`src/rtl/dmb_readout_sched_pkg.sv`:
```
// Shared constants and FSM state type for the DMB per-event readout scheduler.
package dmb_readout_sched_pkg;

  localparam int unsigned DMB_NCH        = 15;
  localparam int unsigned DMB_CW         = 4;
  localparam int unsigned DMB_TMO_W      = 8;
  localparam int unsigned DMB_TMO_CYCLES = 200;

  typedef enum logic [2:0] {
    ST_IDLE   = 3'd0,
    ST_COUNT  = 3'd1,
    ST_SELECT = 3'd2,
    ST_WAIT   = 3'd3,
    ST_FINISH = 3'd4
  } sched_state_e;

endpackage

```
`src/rtl/dmb_readout_sched_live_ch_count.sv`:
```
// Registered popcount of the live-channel mask; result appears one clock after the mask.
module live_ch_count
  import dmb_readout_sched_pkg::*;
#(
  parameter int unsigned NCH = DMB_NCH,
  parameter int unsigned CW  = DMB_CW
) (
  input  logic           CLK,
  input  logic [NCH-1:0] MASK,
  output logic [CW-1:0]  CNT
);

  logic [CW-1:0] cnt_d, cnt_q;

  always_comb begin
    cnt_d = '0;
    for (int unsigned i = 0; i < NCH; i++) begin
      cnt_d = cnt_d + CW'(MASK[i]);
    end
  end

  always_ff @(posedge CLK) begin
    cnt_q <= cnt_d;
  end

  assign CNT = cnt_q;

endmodule

```
`src/rtl/dmb_readout_sched.sv`:
```
// Per-event DMB readout scheduler: grants live channels one at a time, lowest index first.
// Optional per-grant timeout enabled by defining DMB_SCHED_TIMEOUT_EN.
module dmb_readout_sched
  import dmb_readout_sched_pkg::*;
#(
  parameter int unsigned NCH = DMB_NCH,
  parameter int unsigned CW  = DMB_CW
`ifdef DMB_SCHED_TIMEOUT_EN
  ,
  parameter int unsigned TMO_W      = DMB_TMO_W,
  parameter int unsigned TMO_CYCLES = DMB_TMO_CYCLES
`endif
) (
  input  logic           CLK,
  input  logic           RST_N,
  input  logic           EVT_START,
  input  logic [NCH-1:0] LIVE_MASK,
  input  logic           CH_DONE,
  output logic           BUSY,
  output logic [NCH-1:0] GRANT,
  output logic [CW-1:0]  GRANT_ID,
  output logic [CW-1:0]  NCH_EXP,
  output logic [CW-1:0]  NCH_DONE,
  output logic           EVT_DONE,
  output logic           OVLP,
  output logic [NCH-1:0] TMO_MASK
);

  sched_state_e   state_q, state_d;
  logic [NCH-1:0] pend_q, pend_d, pend_left;
  logic [NCH-1:0] grant_q, grant_d;
  logic [CW-1:0]  grant_id_q, grant_id_d;
  logic [CW-1:0]  nch_exp_q, nch_exp_d;
  logic [CW-1:0]  nch_done_q, nch_done_d;
  logic           busy_q, busy_d;
  logic           evt_done_q, evt_done_d;
  logic           ovlp_q, ovlp_d;
  logic [CW-1:0]  sel_idx;
  logic           sel_found;
  logic [CW-1:0]  pop_cnt;
  logic           tmo_hit;

  // Counting pend_d means the count is valid exactly during COUNT, when NCH_EXP is loaded.
  live_ch_count #(
    .NCH (NCH),
    .CW  (CW)
  ) u_live_ch_count (
    .CLK  (CLK),
    .MASK (pend_d),
    .CNT  (pop_cnt)
  );

  always_comb begin
    sel_idx   = '0;
    sel_found = 1'b0;
    for (int unsigned i = 0; i < NCH; i++) begin
      if (pend_q[i] && !sel_found) begin
        sel_idx   = CW'(i);
        sel_found = 1'b1;
      end
    end
  end

`ifdef DMB_SCHED_TIMEOUT_EN
  logic [TMO_W-1:0] tmo_cnt_q, tmo_cnt_d;
  logic [NCH-1:0]   tmo_mask_q, tmo_mask_d;

  assign tmo_hit = (state_q == ST_WAIT) && (tmo_cnt_q == TMO_W'(TMO_CYCLES - 1));

  always_comb begin
    tmo_cnt_d  = tmo_cnt_q;
    tmo_mask_d = tmo_mask_q;
    if (state_q == ST_IDLE && EVT_START) begin
      tmo_mask_d = '0;
    end
    if (state_q == ST_SELECT) begin
      tmo_cnt_d = '0;
    end else if (state_q == ST_WAIT) begin
      tmo_cnt_d = tmo_cnt_q + TMO_W'(1);
      // CH_DONE on the timeout cycle counts as a normal completion.
      if (tmo_hit && !CH_DONE) begin
        tmo_mask_d = tmo_mask_q | grant_q;
      end
    end
  end

  always_ff @(posedge CLK) begin
    if (!RST_N) begin
      tmo_cnt_q  <= '0;
      tmo_mask_q <= '0;
    end else begin
      tmo_cnt_q  <= tmo_cnt_d;
      tmo_mask_q <= tmo_mask_d;
    end
  end

  assign TMO_MASK = tmo_mask_q;
`else
  assign tmo_hit  = 1'b0;
  assign TMO_MASK = '0;
`endif

  always_comb begin
    state_d    = state_q;
    pend_d     = pend_q;
    busy_d     = busy_q;
    grant_d    = grant_q;
    grant_id_d = grant_id_q;
    nch_exp_d  = nch_exp_q;
    nch_done_d = nch_done_q;
    evt_done_d = 1'b0;
    ovlp_d     = EVT_START && (state_q != ST_IDLE);
    pend_left  = pend_q & ~grant_q;

    unique case (state_q)
      ST_IDLE: begin
        if (EVT_START) begin
          pend_d     = LIVE_MASK;
          nch_done_d = '0;
          busy_d     = 1'b1;
          state_d    = ST_COUNT;
        end
      end
      ST_COUNT: begin
        nch_exp_d = pop_cnt;
        if (pend_q == '0) begin
          state_d    = ST_FINISH;
          evt_done_d = 1'b1;
        end else begin
          state_d = ST_SELECT;
        end
      end
      ST_SELECT: begin
        grant_d    = NCH'(1) << sel_idx;
        grant_id_d = sel_idx;
        state_d    = ST_WAIT;
      end
      ST_WAIT: begin
        if (CH_DONE || tmo_hit) begin
          pend_d  = pend_left;
          grant_d = '0;
          if (CH_DONE) begin
            nch_done_d = nch_done_q + CW'(1);
          end
          if (pend_left == '0) begin
            state_d    = ST_FINISH;
            evt_done_d = 1'b1;
          end else begin
            state_d = ST_SELECT;
          end
        end
      end
      ST_FINISH: begin
        busy_d  = 1'b0;
        state_d = ST_IDLE;
      end
      default: begin
        busy_d  = 1'b0;
        grant_d = '0;
        state_d = ST_IDLE;
      end
    endcase
  end

  always_ff @(posedge CLK) begin
    if (!RST_N) begin
      state_q    <= ST_IDLE;
      pend_q     <= '0;
      busy_q     <= 1'b0;
      grant_q    <= '0;
      grant_id_q <= '0;
      nch_exp_q  <= '0;
      nch_done_q <= '0;
      evt_done_q <= 1'b0;
      ovlp_q     <= 1'b0;
    end else begin
      state_q    <= state_d;
      pend_q     <= pend_d;
      busy_q     <= busy_d;
      grant_q    <= grant_d;
      grant_id_q <= grant_id_d;
      nch_exp_q  <= nch_exp_d;
      nch_done_q <= nch_done_d;
      evt_done_q <= evt_done_d;
      ovlp_q     <= ovlp_d;
    end
  end

  assign BUSY     = busy_q;
  assign GRANT    = grant_q;
  assign GRANT_ID = grant_id_q;
  assign NCH_EXP  = nch_exp_q;
  assign NCH_DONE = nch_done_q;
  assign EVT_DONE = evt_done_q;
  assign OVLP     = ovlp_q;

endmodule

```
`config.mk`:
```
export PLATFORM = sky130hd
export DESIGN_NAME = dmb_readout_sched
export DESIGN_NICKNAME = d
export VERILOG_FILES = /design/src/rtl/dmb_readout_sched_pkg.sv /design/src/rtl/dmb_readout_sched_live_ch_count.sv /design/src/rtl/dmb_readout_sched.sv
export SDC_FILE = /design/constraint.sdc
export NUM_CORES = 1
export LEC_CHECK = 0
export ABC_AREA = 1
export ABC_CLOCK_PERIOD_IN_PS = 4700
export BUFFER_PORTS_ARGS = -buffer_cell sky130_fd_sc_hd__buf_2
export CAP_MARGIN = 10
export CELL_PAD_IN_SITES_DETAIL_PLACEMENT = 2
export CELL_PAD_IN_SITES_GLOBAL_PLACEMENT = 2
export CORE_MARGIN = 2
export CORE_UTILIZATION = 27
export CTS_CLUSTER_SIZE = 8
export DETAILED_ROUTE_END_ITERATION = 16
export GPL_TIMING_DRIVEN = 0
export PLACE_DENSITY_LB_ADDON = 0.12
export SETUP_SLACK_MARGIN = 0.4
export SLEW_MARGIN = 10
export SYNTH_ARGS = -nofsm -noshare
export SYNTH_HDL_FRONTEND = slang
export SYNTH_SLANG_ARGS = --single-unit
```
`constraint.sdc`:
```
create_clock -name CLK -period 4.7 [get_ports CLK]
set_input_delay 0.235 -clock CLK [delete_from_list [all_inputs] [get_ports CLK]]
set_output_delay 0.235 -clock CLK [all_outputs]
set_load 0.02 [all_outputs]
```
==> out/summary.txt, run 1 <==
Max FO, Critical Path - 4
# H-tree levels - 2
startpoint class of the critical path - flip-flop
CTS Buffer Depth - 2
Hold WC Path Type - input port to flip-flop
share of layout cells above drive strength 1 - 0.2460
WP data required - 4910 ps
Pleak - 1.875 nW
GRT overflow - 0
# fillers - 1302
setup TNS - 0 ps
RSZ-0062 raised after global routing - yes
via count - 3035
Post-Syn Instances - 418
Chip Height - 109.8 um
TritonCTS clock tree - done
number of distinct library cells after synthesis - 39
core footprint - 10890 um2
largest net degree at the start of global routing - 15
GR Util All Layers - 0.1941
mapped cell area - 3024 um2
DRC viols - 0
Detailed Route Iter0 Violations - 80
asr flop ratio synth - 0
status - finished clean
clk_lat worst skew - 320 ps
FF-to-FF setup slack - 370 ps
worst setup path class - flip-flop to flip-flop
I/O Pins - 64
Final setup viols - 0
top_reg_cell synth - dfxtp_1
CTS clock-pin slew for the worst setup and hold paths - 100 ps
routed length per placed instance - 17.02 um
post-synthesis register bit count - 52
Synth top cells by count - 75 x nand2_1, 57 x inv_1, 52 x dfxtp_1
post-route ant nets - 0
DR top layer - met4
Synth top area share - 0.3442
total power - 0.001764 W
count leader, synth - nand2_1
Slew Limit Fails - 0
Slew headroom - 0.5867
maxcap violations - 0
Final Hold Vio Count - 0
Tcrit/Tclk final - 0.9212
Ant. Diodes - 0
drt pass-1 iters - 4
CTS root buf - clkbuf_8
WL met2 - 5403 um
Mean Syn Cell Area - 7.235 um2
power per cell area - 466.0 nW/um2
die width - 109.8 um
buffers added on ports - 46
area leader, netlist - dfxtp_1
Hold-fix buffers, CTS - 0
Area Overhead vs Synth - 25.16%
nets - 535
Least-Margin Pin Slew - 619.9 ps
clk sinks - 52
clock buffer count from CTS - 5
final WL - 10900 um
dpl hpwl - 8388 um
initial antenna violation count - 0
first-pass GRT wire length - 17360 um
row count - 38
Met1 Routed Length - 5018 um
synth top area cells - dfxtp_1 34%, nand2_1 9.3%, a21oi_1 7.4%, inv_1 7.1%, fa_1 6.0%
EDFF count, synth - 0
register area share after synthesis - 0.3442
Setup crit end kind - flip-flop
met3 wire len - 362 um
Vias/cell - 4.742
Critical Path AT - 4540 ps
Initial Util - 0.2778
clock skew - 8.909 ps
GP Congestion - 0.7947
die area - 12060 um2
number of global-route vias before repair - 3219
Fmax - 0.2310 GHz
Max VDD drop - 0.1691 mV
synth warn - 0
fin crit period - 4330 ps
-- critical path, cell delays in order (launching register included) --
cell,delay [ps]
dfxtp_4,380
nor2_4,120
inv_2,50
nor2_4,110
inv_2,80
nand2_4,90
nand2_4,60
o21ai_2,140
inv_1,60
a21oi_2,120
inv_1,60
ha_1,280
fa_1,480
inv_1,50
fa_1,450
fa_1,510
inv_2,40
fa_1,470
ha_2,210
fa_2,340
xor2_1,150
-- sequential cells by signal, summed over array words and instances (netlist names) --
name                 cells
pend_q                  15
NCH_EXP                  4
EVT_DONE                 1
state_q                  3
BUSY                     1
OVLP                     1
u_live_ch_count.CNT      4
NCH_DONE                 4
GRANT_ID                 4
GRANT                   15
-- power breakdown --
group	total (W)	internal, W	leakage (nW)	switching (W)
Combinational	0.000915	0.000354	1.40	0.000561
Clock	0.000294	0.000132	0.0503	0.000162
Sequential	0.000555	0.000505	0.426	0.0000499
-- area by class of cell --
| class | count | area [um2] | area share |
|---|---|---|---|
| inverter | 61 | 231.5 | 0.06116 |
| multi-input combinational | 290 | 1709 | 0.4516 |
| clock buffer | 7 | 96.34 | 0.02545 |
| tap | 140 | 175.2 | 0.04628 |
| sequential | 52 | 1050 | 0.2774 |
| buffer | 29 | 180.2 | 0.04760 |
| timing repair buffer | 61 | 342.8 | 0.09058 |
-- metal layers --
| layer | track usage | up-vias |
|---|---|---|
| met2 | 0.3361 | 47 |
| met4 | 0.04521 | 0 |
| li1 | - | 1481 |
| met5 | 0 | - |
| met1 | 0.2524 | 1498 |
| met3 | 0.03023 | 9 |
-- stage by stage --
stage | hold WS, ps | utilization | cells | worst slack, ps | instance area [um2]
detailed placement | 449.0 | 0.3227 | 618 | -67.07 | 3513
global route | 176.6 | 0.3476 | 640 | 160.9 | 3785
floorplan | 366.7 | - | 432 | 403.9 | 3108
global placement | 449.7 | 0.3227 | 618 | -16.22 | 3513
finish | 163.8 | 0.3476 | 640 | 370.1 | 3785
CTS | 156.0 | 0.3462 | 639 | 304.6 | 3770
-- placed cells by master (no fill, tap or decap), types with 2 or more instances in the layout --
cell | synthesis | routed
inv_2 | 4 | 6
buf_2 | 3 | 48
fa_1 | 9 | 8
nor3_1 | 8 | 8
nor2_4 | 4 | 7
a21oi_1 | 45 | 44
nand2_1 | 75 | 70
inv_1 | 57 | 54
o22ai_1 | 6 | 6
dfxtp_1 | 52 | 49
or2_2 | 2 | 2
o21ai_2 | 1 | 2
nand3_1 | 16 | 16
ha_1 | 7 | 6
nand2_4 | 1 | 4
clkbuf_1 | 10 | 9
conb_1 | 1 | 15
a21boi_1 | 2 | 2
clkbuf_8 | 0 | 7
o21ai_0 | 32 | 30
dfxtp_4 | 0 | 2
nand4_4 | 2 | 2
xor2_1 | 4 | 4
nand2_2 | 0 | 2
o211ai_1 | 5 | 5
buf_4 | 15 | 30
nand4_1 | 5 | 5
nor2_1 | 38 | 36
-- path summary, 6_finish.rpt --
| path | depth (start not counted) | startpoint | endpoint |
|---|---|---|---|
| min | 3 | LIVE_MASK[12] | pend_q[12] |
| max reg2reg | 20 | state_q[0] | u_live_ch_count.CNT[2] |
| min reg2reg | 2 | u_live_ch_count.CNT[2] | NCH_EXP[2] |
| max | 20 | state_q[0] | u_live_ch_count.CNT[2] |
-- timing repair --
item	4_1_cts	5_1_grt
pin swaps	11	3
gates resized for setup	21	2
setup endpoints to repair	4	3
setup buffers	14	1
-- kinds of logic after synthesis --
kind of cell | after synthesis | share of synthesized area
and+or+nand+nor | 159 | 0.2507
AOI/OAI and AO/OA | 96 | 0.1721
buffers and inverters | 90 | 0.1316
DFF | 52 | 0.3442
adders and majority gates | 16 | 0.08854
xor gates and xnor gates | 4 | 0.01158
other | 1 | 0.001240
No activity file was read; power rests on OpenSTA's default activity.
==> run 2: changes to the inputs <==
- BUFFER_PORTS_ARGS: -buffer_cell sky130_fd_sc_hd__buf_2 -> unset
- CORE_UTILIZATION: 27 -> 32
- DONT_BUFFER_PORTS: unset -> 1
- RECOVER_POWER: unset -> 50
==> run 2 against run 1 <==
Maximum frequency decreased by 3.7%. Cell count decreased by 11%. Wire length increased by 0.61%. Worst setup slack got worse by 160 ps. Sequential power increased by 4.9%. Total power increased by 3.5%.
==> out/summary.txt, run 2 (synthesis gave the netlist of run 1 again) <==
Vias/cell - 5.169 (+9.0%)
die width - 101.2 um (-7.8%)
Final Hold Vio Count - 0 (unchanged)
power per cell area - 513.8 nW/um2 (+10%)
largest net degree at the start of global routing - 16 (+1)
Hold-fix buffers, CTS - 0 (unchanged)
Tcrit/Tclk final - 0.9563 (+0.03507)
first-pass GRT wire length - 17040 um (-1.9%)
die area - 10240 um2 (-15%)
Slew headroom - 0.5203 (-0.06646)
via count - 2936 (-3.3%)
maxcap violations - 0 (unchanged)
Fmax - 0.2225 GHz (-3.7%)
Critical Path AT - 4700 ps (+160 ps)
fin crit period - 4495 ps (+164.8 ps)
R2R Path Start - state_q[2]
GRT overflow - 0 (unchanged)
final worst setup slack - 205.3 ps (-164.8 ps)
Max VDD drop - 0.2659 mV (+57%)
R2R depth - 18 (-10%)
most frequent cells in the layout - 69 x nand2_1, 52 x inv_1, 49 x dfxtp_1
Final setup viols - 0 (unchanged)
nets - 491 (-8.2%)
Slew Limit Fails - 0 (unchanged)
initial antenna violation count - 0 (unchanged)
clock buffer count from CTS - 5 (unchanged)
core footprint - 9196 um2 (-16%)
Detailed Route Iter0 Violations - 62 (-23%)
I/O Pins - 64 (unchanged)
Initial Util - 0.3288 (+0.05109)
post-route ant nets - 0 (unchanged)
hold path depth - 2 (-1)
FF-to-FF setup slack - 210 ps (-160 ps)
TritonCTS clock tree - done
Reg power frac - 0.319 (+0.004)
Chip Height - 101.2 um (-7.8%)
# H-tree levels - 2 (unchanged)
clk_lat worst skew - 320 ps (about the same)
Pint - 0.001023 W (+3.2%)
Critical R2R Capture - u_live_ch_count.CNT[1]
Least-Margin Pin Slew - 719.6 ps (+99.69 ps)
Pleak - 1.648 nW (-12%)
CTS root buf - clkbuf_8
Clock Power Share - 0.159 (-0.008)
total power - 0.001825 W (+3.5%)
final WL - 10960 um (+0.61%)
routed length per placed instance - 19.30 um (+13%)
leading cell type in the layout, fill and taps excluded - nand2_1
worst setup path class - flip-flop to flip-flop
row count - 35 (-7.9%)
number of global-route vias before repair - 3033 (-5.8%)
status - finished clean
clk sinks - 52 (unchanged)
startpoint class of the critical path - flip-flop
buffers added on ports - 0 (-100%)
GP Congestion - 0.8421 (+6.0%)
dpl hpwl - 8051 um (-4.0%)
Area Overhead vs Synth - 17.46%
NetSw - 0.0008023 W (+3.8%)
Worst Hold End - pend_q[14]
Ant. Diodes - 0 (unchanged)
CTS clock-pin slew for the worst setup and hold paths - 100 ps (about the same)
WP data required - 4900 ps (about the same)
GR Util All Layers - 0.2187 (+0.02451)
clock skew - 10.14 ps (+1.227 ps)
worst slack, placed - -27.69 ps (+39.38 ps)
switching part of the total power - 0.4396 (+0.001279)
Hold WC Path Type - input port to flip-flop
Setup crit end kind - flip-flop
share of layout cells above drive strength 1 - 0.1882 (-0.05782)
Max FO, Critical Path - 7 (+3)
RSZ-0062 raised after global routing - yes
drt pass-1 iters - 4 (unchanged)
DRC viols - 0 (unchanged)
CTS Buffer Depth - 2 (unchanged)
Comb power frac - 0.523 (+0.004)
Worst Min Path Start - LIVE_MASK[14]
## run 2: final cells by class
cell class              count  area (um2)
clock buffers               6       82.58
repair buffers             17       127.6
multi-input cells         290        1728
well taps                 111       138.9
plain buffers              29       180.2
inverters                  61       235.2
clock inverters             2       10.01
flip-flops and latches     52        1050
fillers                  1155        5644
## run 2: repair_timing
action	4_1_cts	5_1_grt
pin swaps	10	8
buffers inserted	15	2
resized for setup	25	5
endpoints found under the setup margin	4	3
## run 2: worst max-delay path by stage
stage / start / end / cells past startpoint
floorplan: state_q[2] / u_live_ch_count.CNT[2] / 19
global placement: state_q[2] / u_live_ch_count.CNT[2] / 19
CTS: state_q[0] / u_live_ch_count.CNT[2] / 20
global route: state_q[2] / u_live_ch_count.CNT[1] / 18
detailed placement: state_q[2] / u_live_ch_count.CNT[2] / 19
finish: state_q[2] / u_live_ch_count.CNT[1] / 18
## run 2: routing by layer
metal	share of wire	routed length [um]	vias to the layer above	global-route usage
li1	-	-	1405	-
met1	0.46	4991	1471	0.2882
met2	0.49	5422	49	0.3729
met3	0.036	395	11	0.04210
met4	0.014	151	0	0.04678
met5	0	0	-	0
## run 2: worst max-delay path: stages, from the launching register on
cell     delay (ps)
dfxtp_4         380
inv_1            60
nand2_2          50
nor2_1          250
inv_4           110
o21ai_2         180
nand2_4         110
nor2_4          180
a21oi_2          90
inv_2            70
ha_4            190
fa_1            490
inv_1            60
fa_1            450
fa_2            530
inv_1            50
fa_2            560
ha_4            140
fa_2            420
## run 2: metrics by stage
step	util	cells	area (um2)	TNS (ps)	hold WS [ps]
CTS	0.3838	566	3530	0	91.43
global placement	0.3531	543	3247	0	377.9
finish	0.3863	568	3552	0	91.25
detailed placement	0.3531	543	3247	-27.69	386.1
floorplan	-	432	3108	0	366.7
global route	0.3863	568	3552	0	80.56
## run 2: power groups by stage
stage / combinational, W / sequential, W / clock (W)
floorplan: 0.000588 / 0.000572 / 0
global placement: 0.000766 / 0.000587 / 0
detailed placement: 0.000800 / 0.000590 / 0
CTS: 0.000877 / 0.000582 / 0.000296
global route: 0.00109 / 0.000589 / 0.000313
finish: 0.000954 / 0.000582 / 0.000290
